File: src/rtl/mergesort_pkg.sv
// Shared types, sizes, address map and initial-value table for the merge-sort kernel.
package mergesort_pkg;
  localparam int N      = 16;
  localparam int ELEM_W = 16;

  localparam int MEM_var_28859_28863 = 64;  // data array byte base
  localparam int MEM_var_28861_28867 = 32;  // scratch array byte base
  localparam int MEM_var_29014_28863 = 32;  // initial-value ROM base (internal bank only)

  typedef logic signed [ELEM_W-1:0] elem_t;
  typedef elem_t arr_t [N];

  typedef enum logic [2:0] {IDLE, LOAD, MERGE, COPY, DONE} state_e;

  function automatic elem_t rom_elem(input logic [3:0] idx);
    elem_t v;
    case (idx)
      4'd0:  v = 16'sd15;
      4'd1:  v = -16'sd3;
      4'd2:  v = 16'sd7;
      4'd3:  v = 16'sd0;
      4'd4:  v = 16'sd32767;
      4'd5:  v = 16'sh8000;
      4'd6:  v = 16'sd2;
      4'd7:  v = 16'sd2;
      4'd8:  v = 16'sd100;
      4'd9:  v = -16'sd1;
      4'd10: v = 16'sd9;
      4'd11: v = 16'sd4;
      4'd12: v = 16'sd8;
      4'd13: v = 16'sd1;
      4'd14: v = -16'sd7;
      default: v = 16'sd3;
    endcase
    return v;
  endfunction
endpackage

File: src/rtl/mergesort_if.sv
// Bundle of start/done and the two-channel byte slave port of the merge-sort kernel.
// Slave access: oe or we sampled at a rising edge is acknowledged by Sout_DataRdy[i] for exactly
// the following cycle, carrying the read byte (or 0 for writes); there is no back-pressure.
interface mergesort_if;
  import mergesort_pkg::*;
  logic        start_port;
  logic [1:0]  S_oe_ram;
  logic [1:0]  S_we_ram;
  logic [13:0] S_addr_ram;
  logic [15:0] S_Wdata_ram;
  logic [7:0]  S_data_ram_size;
  logic        done_port;
  logic [15:0] Sout_Rdata_ram;
  logic [1:0]  Sout_DataRdy;
  state_e      dbg_state;

  modport master (output start_port, S_oe_ram, S_we_ram, S_addr_ram, S_Wdata_ram, S_data_ram_size,
                  input done_port, Sout_Rdata_ram, Sout_DataRdy, dbg_state);
  modport slave  (input start_port, S_oe_ram, S_we_ram, S_addr_ram, S_Wdata_ram, S_data_ram_size,
                  output done_port, Sout_Rdata_ram, Sout_DataRdy, dbg_state);
endinterface

File: src/rtl/mergesort_slave_if.sv
// One slave channel: decodes the byte address onto data/scratch, selects the read byte and
// registers the acknowledge; write strobes go back to the top, which owns the arrays.
module mergesort_slave_if
  import mergesort_pkg::*;
(
  input  logic       clock,
  input  logic       reset,
  input  logic       idle,
  input  logic       oe,
  input  logic       we,
  input  logic [6:0] addr,
  input  arr_t       data_arr,
  input  arr_t       scr_arr,
  output logic       wr_en,
  output logic       wr_to_data,
  output logic [3:0] wr_elem,
  output logic       wr_hi,
  output logic [7:0] rdata,
  output logic       rdy
);
  localparam logic [6:0] DATA_BASE = 7'(MEM_var_28859_28863);
  localparam logic [6:0] SCR_BASE  = 7'(MEM_var_28861_28867);

  logic       in_data, in_scr;
  logic [6:0] data_off, scr_off;
  elem_t      sel_word;
  logic [7:0] rdata_d, rdata_q;
  logic       rdy_d, rdy_q;

  // Offsets wrap for addresses below the base, so a single compare covers both bounds.
  assign data_off = addr - DATA_BASE;
  assign scr_off  = addr - SCR_BASE;
  assign in_data  = data_off < 7'd32;
  assign in_scr   = scr_off < 7'd32;

  assign wr_elem    = addr[4:1];
  assign wr_hi      = addr[0];
  assign wr_to_data = in_data;
  assign wr_en      = we && idle && (in_data || in_scr);

  always_comb begin
    sel_word = '0;
    if (in_scr)       sel_word = scr_arr[addr[4:1]];
    else if (in_data) sel_word = data_arr[addr[4:1]];
    rdata_d = '0;
    if (oe && !we && idle) rdata_d = addr[0] ? sel_word[15:8] : sel_word[7:0];
    rdy_d = oe || we;
  end

  always_ff @(posedge clock) begin
    if (!reset) begin
      rdata_q <= '0;
      rdy_q   <= 1'b0;
    end else begin
      rdata_q <= rdata_d;
      rdy_q   <= rdy_d;
    end
  end

  assign rdata = rdata_q;
  assign rdy   = rdy_q;
endmodule

File: src/rtl/mergesort_main.sv
// Merge-sort kernel: loads the ROM table into the data array, sorts it bottom-up through the
// scratch array one element per cycle, then pulses done. Arrays are not reset.
module mergesort_main
  import mergesort_pkg::*;
(
  input  logic       clock,
  input  logic       reset,
  mergesort_if.slave bus
);
  state_e     state_q, state_d;
  logic [5:0] k_q, k_d, i_q, i_d, j_q, j_d, lo_q, lo_d;
  logic [4:0] w_q, w_d;
  arr_t       data_q, data_d, scr_q, scr_d;

  logic [5:0] w2, left_end, run_end;
  logic       left_ok, right_ok, take_left;
  logic       wr_en [2];
  logic       wr_to_data [2];
  logic       wr_hi [2];
  logic [3:0] wr_elem [2];
  logic [7:0] wbyte [2];
  logic [7:0] rdata [2];
  logic       rdy [2];
  logic       size_unused;

  // Access size is always treated as one byte.
  assign size_unused = ^bus.S_data_ram_size;
  assign wbyte[0] = bus.S_Wdata_ram[7:0];
  assign wbyte[1] = bus.S_Wdata_ram[15:8];

  mergesort_slave_if u_ch0 (
    .clock(clock), .reset(reset), .idle(state_q == IDLE),
    .oe(bus.S_oe_ram[0]), .we(bus.S_we_ram[0]), .addr(bus.S_addr_ram[6:0]),
    .data_arr(data_q), .scr_arr(scr_q),
    .wr_en(wr_en[0]), .wr_to_data(wr_to_data[0]), .wr_elem(wr_elem[0]), .wr_hi(wr_hi[0]),
    .rdata(rdata[0]), .rdy(rdy[0])
  );

  mergesort_slave_if u_ch1 (
    .clock(clock), .reset(reset), .idle(state_q == IDLE),
    .oe(bus.S_oe_ram[1]), .we(bus.S_we_ram[1]), .addr(bus.S_addr_ram[13:7]),
    .data_arr(data_q), .scr_arr(scr_q),
    .wr_en(wr_en[1]), .wr_to_data(wr_to_data[1]), .wr_elem(wr_elem[1]), .wr_hi(wr_hi[1]),
    .rdata(rdata[1]), .rdy(rdy[1])
  );

  assign w2        = {w_q, 1'b0};
  assign left_end  = lo_q + {1'b0, w_q};
  assign run_end   = lo_q + w2;
  assign left_ok   = i_q < left_end;
  assign right_ok  = j_q < run_end;
  // Ties take the left head so equal keys keep their order.
  assign take_left = left_ok && (!right_ok || (data_q[i_q[3:0]] <= data_q[j_q[3:0]]));

  always_comb begin
    state_d = state_q;
    k_d     = k_q;
    i_d     = i_q;
    j_d     = j_q;
    lo_d    = lo_q;
    w_d     = w_q;
    data_d  = data_q;
    scr_d   = scr_q;
    case (state_q)
      IDLE: begin
        if (bus.start_port) begin
          state_d = LOAD;
          k_d     = '0;
        end
      end
      LOAD: begin
        data_d[k_q[3:0]] = rom_elem(k_q[3:0]);
        k_d = k_q + 6'd1;
        if (k_q == 6'd15) begin
          state_d = MERGE;
          k_d     = '0;
          w_d     = 5'd1;
          lo_d    = '0;
          i_d     = '0;
          j_d     = 6'd1;
        end
      end
      MERGE: begin
        scr_d[k_q[3:0]] = take_left ? data_q[i_q[3:0]] : data_q[j_q[3:0]];
        if (take_left) i_d = i_q + 6'd1;
        else           j_d = j_q + 6'd1;
        k_d = k_q + 6'd1;
        if (k_q == run_end - 6'd1) begin
          lo_d = run_end;
          i_d  = run_end;
          j_d  = run_end + {1'b0, w_q};
        end
        if (k_q == 6'd15) begin
          state_d = COPY;
          k_d     = '0;
        end
      end
      COPY: begin
        data_d[k_q[3:0]] = scr_q[k_q[3:0]];
        k_d = k_q + 6'd1;
        if (k_q == 6'd15) begin
          k_d     = '0;
          w_d     = w_q << 1;
          lo_d    = '0;
          i_d     = '0;
          j_d     = w2;
          state_d = (w_q == 5'd8) ? DONE : MERGE;
        end
      end
      DONE:    state_d = IDLE;
      default: state_d = IDLE;
    endcase
    // Slave writes only assert while idle; channel 1 is applied last so it wins a collision.
    for (int c = 0; c < 2; c++) begin
      if (wr_en[c]) begin
        if (wr_to_data[c]) begin
          if (wr_hi[c]) data_d[wr_elem[c]][15:8] = wbyte[c];
          else          data_d[wr_elem[c]][7:0]  = wbyte[c];
        end else begin
          if (wr_hi[c]) scr_d[wr_elem[c]][15:8] = wbyte[c];
          else          scr_d[wr_elem[c]][7:0]  = wbyte[c];
        end
      end
    end
  end

  always_ff @(posedge clock) begin
    if (!reset) begin
      state_q <= IDLE;
      k_q     <= '0;
      i_q     <= '0;
      j_q     <= '0;
      lo_q    <= '0;
      w_q     <= 5'd1;
    end else begin
      state_q <= state_d;
      k_q     <= k_d;
      i_q     <= i_d;
      j_q     <= j_d;
      lo_q    <= lo_d;
      w_q     <= w_d;
    end
  end

  always_ff @(posedge clock) begin
    data_q <= data_d;
    scr_q  <= scr_d;
  end

  assign bus.done_port      = (state_q == DONE);
  assign bus.Sout_Rdata_ram = {rdata[1], rdata[0]};
  assign bus.Sout_DataRdy   = {rdy[1], rdy[0]};
  assign bus.dbg_state      = state_q;
endmodule

File: src/flat_wrapper.sv
// flat-port wrapper written by rule: the top's interface ports become plain ports
module mergesort_main_flat import mergesort_pkg::*;
  (clock, reset, bus_start_port, bus_S_oe_ram, bus_S_we_ram, bus_S_addr_ram, bus_S_Wdata_ram, bus_S_data_ram_size, bus_done_port, bus_Sout_Rdata_ram, bus_Sout_DataRdy, bus_dbg_state);
  mergesort_if bus_i ();
  input  logic clock;
  input  logic reset;
  input wire logic [$bits(bus_i.start_port)-1:0] bus_start_port;
  input wire logic [$bits(bus_i.S_oe_ram)-1:0] bus_S_oe_ram;
  input wire logic [$bits(bus_i.S_we_ram)-1:0] bus_S_we_ram;
  input wire logic [$bits(bus_i.S_addr_ram)-1:0] bus_S_addr_ram;
  input wire logic [$bits(bus_i.S_Wdata_ram)-1:0] bus_S_Wdata_ram;
  input wire logic [$bits(bus_i.S_data_ram_size)-1:0] bus_S_data_ram_size;
  output wire logic [$bits(bus_i.done_port)-1:0] bus_done_port;
  output wire logic [$bits(bus_i.Sout_Rdata_ram)-1:0] bus_Sout_Rdata_ram;
  output wire logic [$bits(bus_i.Sout_DataRdy)-1:0] bus_Sout_DataRdy;
  output wire logic [$bits(bus_i.dbg_state)-1:0] bus_dbg_state;
  assign bus_i.start_port = bus_start_port;
  assign bus_i.S_oe_ram = bus_S_oe_ram;
  assign bus_i.S_we_ram = bus_S_we_ram;
  assign bus_i.S_addr_ram = bus_S_addr_ram;
  assign bus_i.S_Wdata_ram = bus_S_Wdata_ram;
  assign bus_i.S_data_ram_size = bus_S_data_ram_size;
  assign bus_done_port = bus_i.done_port;
  assign bus_Sout_Rdata_ram = bus_i.Sout_Rdata_ram;
  assign bus_Sout_DataRdy = bus_i.Sout_DataRdy;
  assign bus_dbg_state = bus_i.dbg_state;
  mergesort_main u_core (.clock(clock), .reset(reset), .bus(bus_i));
endmodule
File: config.mk
export PLATFORM = sky130hd
export DESIGN_NAME = mergesort_main_flat
export DESIGN_NICKNAME = d
export VERILOG_FILES = /design/src/rtl/mergesort_pkg.sv /design/src/rtl/mergesort_if.sv /design/src/rtl/mergesort_slave_if.sv /design/src/rtl/mergesort_main.sv /design/src/flat_wrapper.sv
export SDC_FILE = /design/constraint.sdc
export NUM_CORES = 2
export LEC_CHECK = 0
export CORE_MARGIN = 3
export CORE_UTILIZATION = 60
export DETAILED_ROUTE_END_ITERATION = 10
export GPL_TIMING_DRIVEN = 1
export PLACE_DENSITY = 0.87
export SLEW_MARGIN = 20
export SYNTH_ARGS = -nofsm -noshare
export SYNTH_HDL_FRONTEND = slang
export SYNTH_HIERARCHICAL = 1
export SYNTH_SLANG_ARGS = --single-unit
File: constraint.sdc
create_clock -name clock -period 6.7 [get_ports clock]
set_input_delay 0.67 -clock clock [delete_from_list [all_inputs] [get_ports clock]]
set_output_delay 0.67 -clock clock [all_outputs]
set_load 0.03 [all_outputs]
======== Word-level counts from Yosys, hierarchy flattened ========
Memories as Yosys holds them, arrays and structs flattened. A register that Yosys moved wholly into a read port is not among the register bits.
Cells that the tools add are included.
W data, S select, Z words.
operators by class
  add/subtract/negate cells ............... 11
  $lt $le $gt $ge ......................... 15
  equality and inequality tests ........... 15
  multiplexer cells ....................... 89
  bitwise gates (word level) .............. 5
  reduce and logical (&&, ||, !) cells .... 35
operator list
  cell                   count
  $mux W256              13
  $bwmux W256            11
  $pmux W256 S2          1
  $bmux W16 S4           7
  $mux W16               23
  $demux W16 S4          5
  $mux W6                10
  $pmux W6 S2            3
  $mux W8                4
  $lt A7 B6 Y1 const B   4
  $ge A5 B5 Y1 const B   5
  $not A4 Y5             5
  $add A6 B1 Y6 const B  3
  $pmux W6 S3            1
  $le A16 B16 Y1         1
  $lt A5 B1 Y1 const B   3
  $mux W3                5
  $sub A7 B6 Y7 const B  2
  $sub A7 B7 Y7 const B  2
  $add A6 B5 Y6          2
  $logic_and A1 B1 Y1    12
  $lt A6 B6 Y1           2
  $pmux W3 S4            1
  $mux W5                2
  other kinds (24)       43
word-level totals
  register bits ........................... 562
  ROM bits ................................ 256
  bits of input ports ..................... 45
  output and inout bits ................... 22
  word-level logic and storage cells ...... 213
  memories kept ........................... 1
memories
  memory           depth  bits a word  rd ports  clocked after memory_dff  wr ports  line                 RTL
  (no name shown)  16     16           1         1                         0         mergesort_pkg.sv:17  case (idx)

======== Logic depth before layout (Yosys ltp) ========
  depth in word-level cells ............... 18
  gate-level depth with buffers ........... 18
  depth with buffers taken out ............ 16

======== Cells and area by module ========
The synthesis kept the hierarchy.
modules (own cells, without submodules)
  module              instances  cells an instance  area an instance (um2)  sequential area each (um2)
  mergesort_main      1          4523               35016.1                 11010.6
  mergesort_slave_if  2          386                4501.8                  180.2

======== Worst setup path before layout ========
Ideal clock, no wire load.
  path kind ............................... reg2reg
  start ................................... register u_core.i_q[0]
  end ..................................... register u_core.i_q[2]
  setup time .............................. 96 ps
  arrival time ............................ 4875 ps
  data required time ...................... 6604 ps
  path slack .............................. 1729 ps
  stages on the path, launching flop included .. 17
  path buffers ............................ 5
  period minus slack after synthesis ...... 4971 ps
  cells stage by stage .................... dfxtp_1 -> buf_2 -> buf_2 -> buf_2 -> buf_2 -> mux4_2 -> mux4_2 -> ha_1 -> nand4_1 -> nor2_1 -> a221o_1 -> o311a_1 -> a2111oi_4 -> buf_6 -> a21oi_2 -> o21a_1 -> o41ai_2
on the way
  longest elaborated chain between the ends .. 9
  elaborated cells between the ends (all ways) .. 14
  classes of those cells .................. 1 x add/sub; 2 x order compare; 1 x eq/ne; 6 x mux; 1 x bitwise; 3 x reduce/logical
RTL lines
  element                                      line                   RTL
  start, declared                              mergesort_main.sv:11   logic [5:0] k_q, k_d, i_q, i_d, j_q, j_d, lo_q, lo_d;
  start signal, assigned                       mergesort_main.sv:138  i_q <= i_d;
  $not A4 Y5 (not written as such)             mergesort_main.sv:53   assign take_left = left_ok && (!right_ok || (data_q[i_q[3:0]] <= data_q[j_q[3:0]]));
  $bmux W16 S4                                 mergesort_main.sv:53
  $mux W16 (not written as such) (2 in a row)  mergesort_main.sv:53
  $le A16 B16 Y1                               mergesort_main.sv:53
  $logic_or A1 B1 Y1                           mergesort_main.sv:53
  $logic_and A1 B1 Y1                          mergesort_main.sv:53
  $ne A3 B1 Y1 (no line)                       --
  $reduce_and A3 Y1 (no line)                  --
Several ways; a longest one is shown, not always the timed one. The select of a mux whose other input is x is not followed.
A chain may end at the register's enable or synchronous reset.

==> results.md <==
- Post-synthesis compound-gate area fraction: 23.4%
- Worst setup EP type: flip-flop
- CTS Buf Count: 68
- Most used DFF post-synth: dfxtp_1
- Layout cells sized above 1: 16.6%
- Crit path DAT: roughly 6.3 ns
- M1 GR Usage: 59.6%
- Worst Setup Start Kind: flip-flop
- Final Max Tran Viols: 0
- Clock root cell: clkbuf_16
- Synth warn: 6
- Simple-gate share of the synthesized area: 16.2%
- Fmax: 169 MHz
- Post-route cell area: around 47000 µm²
- Placed Cells: roughly 6000
- # hold bufs at CTS: 0
- Placement Cell Area: ~45000 µm²
- Mux cell area share after synthesis: 26.4%
- Sequential area share after synthesis: 25.8%
- Pin slew with the least headroom to its limit: roughly 1.3 ns
- Post-Synth Adder-Cell Area: approximately 1.7%
- R2r worst-path depth: 12
- Met3 Track Usage GR: 26.1%
- Final net count: 5112
- Filler cells: 5817
- Cts repair resizes: 0
- Commonest non-fill, non-tap cell in the layout: a21oi_1
- Status: finished, final reports clean
- Dpl hpwl: 129000 µm
- Post-Syn Nets: 5398
- LEAKAGE: 16.5 nW
- Hold_ws: roughly 0.54 ns
- Synthesized instance count: ~5300
- Routed wire length: 196000 µm
- Final core utilization: 65.0%
- Pwr per Cell Area: between 300 and 400 nW/µm²
- Finish-stage setup viols: 0
- Final ANT Viol Nets: 0
- WHS Path Cells: 2
- Tmin final: 5.90 ns
- Largest net degree at the start of global routing: 65
- EDFF count, synth: 0
- DRT iter0 DRCs: ~10000
- Antenna violations before repair: 11
- Top Ports: 67
- Core Region: 72100 µm²
- Met2 GRT Util: around 67%
- Syn Area/Cell: 8.31 µm²
- Vias per cell: ~7.9
- Clock slew at reported path FFs: roughly 0.060 ns
- Crit Path Class: flip-flop to flip-flop
- RD Place Congestion: between 1 and 1.5
- Max Fanout on Critical Path: 39
- Hold Vio Cnt, Final: 0
- Die area: 76700 µm²
- Setup Total Neg Slack: 0 ns
- DRC violations left: 0
- Multi-input combinational cell area: around 30000 µm²
- Seq. cell area: 11400 µm²
- Via count: 47600
- CP required: 7.13 ns
- Combinational family with the most area after synthesis: multiplexers
- Max Cap Viol: 0
- GRT Overall Usage: roughly half
- # port buffers: 58
- Pwr Total: 16.5 mW
- Fin cells: 6017
- Post-CTS Setup Repair Bufs: 0
- Grt ovf: 0
- RSZ-0062 raised after global routing: false
- First-pass GRT wire length: 283000 µm
- Final period utilization: around 88%
- Post-synthesis async set-or-reset flop share: 0%
- Die Height: 277 µm
- Vias in the first global route: 43600
- CTS Sinks: 568
- Worst VDD drop: 0.355 mV
- XOR/XNOR Fraction of Synth Area: less than 1%
- Area grow syn2layout: 6.53%
- Initial Util: 61.1%
- Synth Cell Area: 44000 µm²
- Clock Latency Late Sink: 0.63 ns
- # rows: 98
- Leading cell types in the layout, fill and taps excluded: a21oi_1 (1053), nor2_1 (724), dfxtp_1 (561), mux4_2 (473), nand2_1 (390)
- H-tree depth: 3
- Busiest grt layer: met2
- Final Skew: about 0.032 ns
- Rel. slew slack: between 10 and 15%
- Post-DR wirelength/cell: 32.6 µm
- Setup ws final: 0.795 ns
- Die width: 277 µm
- First-pass iteration count of the detailed router: 10
- Worst Setup Slack post-DPL: 1.09 ns
- Yosys cell types: between 60 and 70
- Seq cells post-synth: 568
- CTS tree: built
- Hold WC Path Type: flip-flop to flip-flop
- Clock tree buffer depth: 3
==> report_power, final <==
part           switching (mW)  internal (mW)  total [mW]
sequential               1.18           4.24        5.42
clock                    1.64           2.23        3.87
combinational            4.42           2.82        7.24
==> Yosys cell counts, types with 11 or more instances <==
library cell  count  share of area (%)
xnor2_1          16               0.32
buf_4            33               0.56
nand2b_1         32               0.45
a31oi_1          20               0.28
o21ai_0         253                2.9
nand3_1         285                3.2
mux2i_1          69                1.6
dfxtp_1         568                 26
ha_1             57                1.6
nor4_1           22               0.31
buf_2            70               0.80
a22oi_1          63                1.1
nor2b_1          43               0.61
a21oi_2          13               0.26
nor3_1           58               0.66
nor2_1          764                6.5
a21boi_0         11               0.19
or3_1            34               0.48
inv_1            61               0.52
o22ai_1          18               0.26
mux4_2          473                 24
xor2_1           11               0.22
a211oi_1        283                4.8
buf_1            63               0.54
a21oi_1        1053                 12
nand2_1         390                3.3
clkbuf_1        369                3.1
mux2_2           26               0.67
o221ai_1         16               0.32
nand4_1          11               0.16
==> worst max-delay path: stages, from the launching register on <==
cell and delay [ns]:
dfxtp_4 0.90, mux4_2 0.62, mux4_2 0.52, ha_1 0.49, nand4_1 0.40, o41ai_1 0.57, a21oi_1 0.08, o311a_1 0.22
a2111oi_4 0.45, buf_4 0.50, mux2i_2 0.27, buf_4 0.35, o221ai_1 0.18
==> worst paths after layout <==
kind | startpoint | end | slack (ns)
max reg2reg | u_core/i_q[0] | u_core/scr_q[0] | 0.80
min | u_core/j_q[4] | u_core/j_q[4] | 0.54
min reg2reg | u_core/j_q[4] | u_core/j_q[4] | 0.54
max | u_core/i_q[0] | u_core/scr_q[0] | 0.80
==> logic make-up after synthesis <==
| group | Yosys count |
|---|---|
| and+or+nand+nor | 1664 |
| muxes | 568 |
| buffers and inverters | 615 |
| adders and majority gates | 58 |
| DFF | 568 |
| xor gates and xnor gates | 28 |
| AOI/OAI and AO/OA | 1794 |
==> layer usage <==
metal	share of wire (%)	up-vias	wire, µm
li1	-	19300	-
met1	32	22000	62900
met2	39	5016	76500
met3	20	1359	38800
met4	9.1	12	17800
met5	0.12	-	241
==> flip-flops by register name (all words and copies together) (netlist names), named ones only <==
signal and flops:
u_core/data_q 256, u_core/bus.dbg_state 3, u_core/u_ch1/rdata 8, u_core/u_ch0/rdata 8, u_core/i_q 6, u_core/u_ch0/rdy 1
u_core/w_q 5, u_core/j_q 6, u_core/lo_q 5, u_core/u_ch1/rdy 1, u_core/scr_q 256, u_core/k_q 6
==> layout make-up <==
class	instances	share of cell area, %
Clock buffer	107	4.37
Antenna cell	6	0.0320
Timing Repair Buffer	197	3.40
Inverter	62	0.496
Tap cell	950	2.53
Sequential cell	568	24.3
Multi-Input combinational cell	4112	64.4
Clock inverter	15	0.424
No activity file was read; power rests on OpenSTA's default activity.
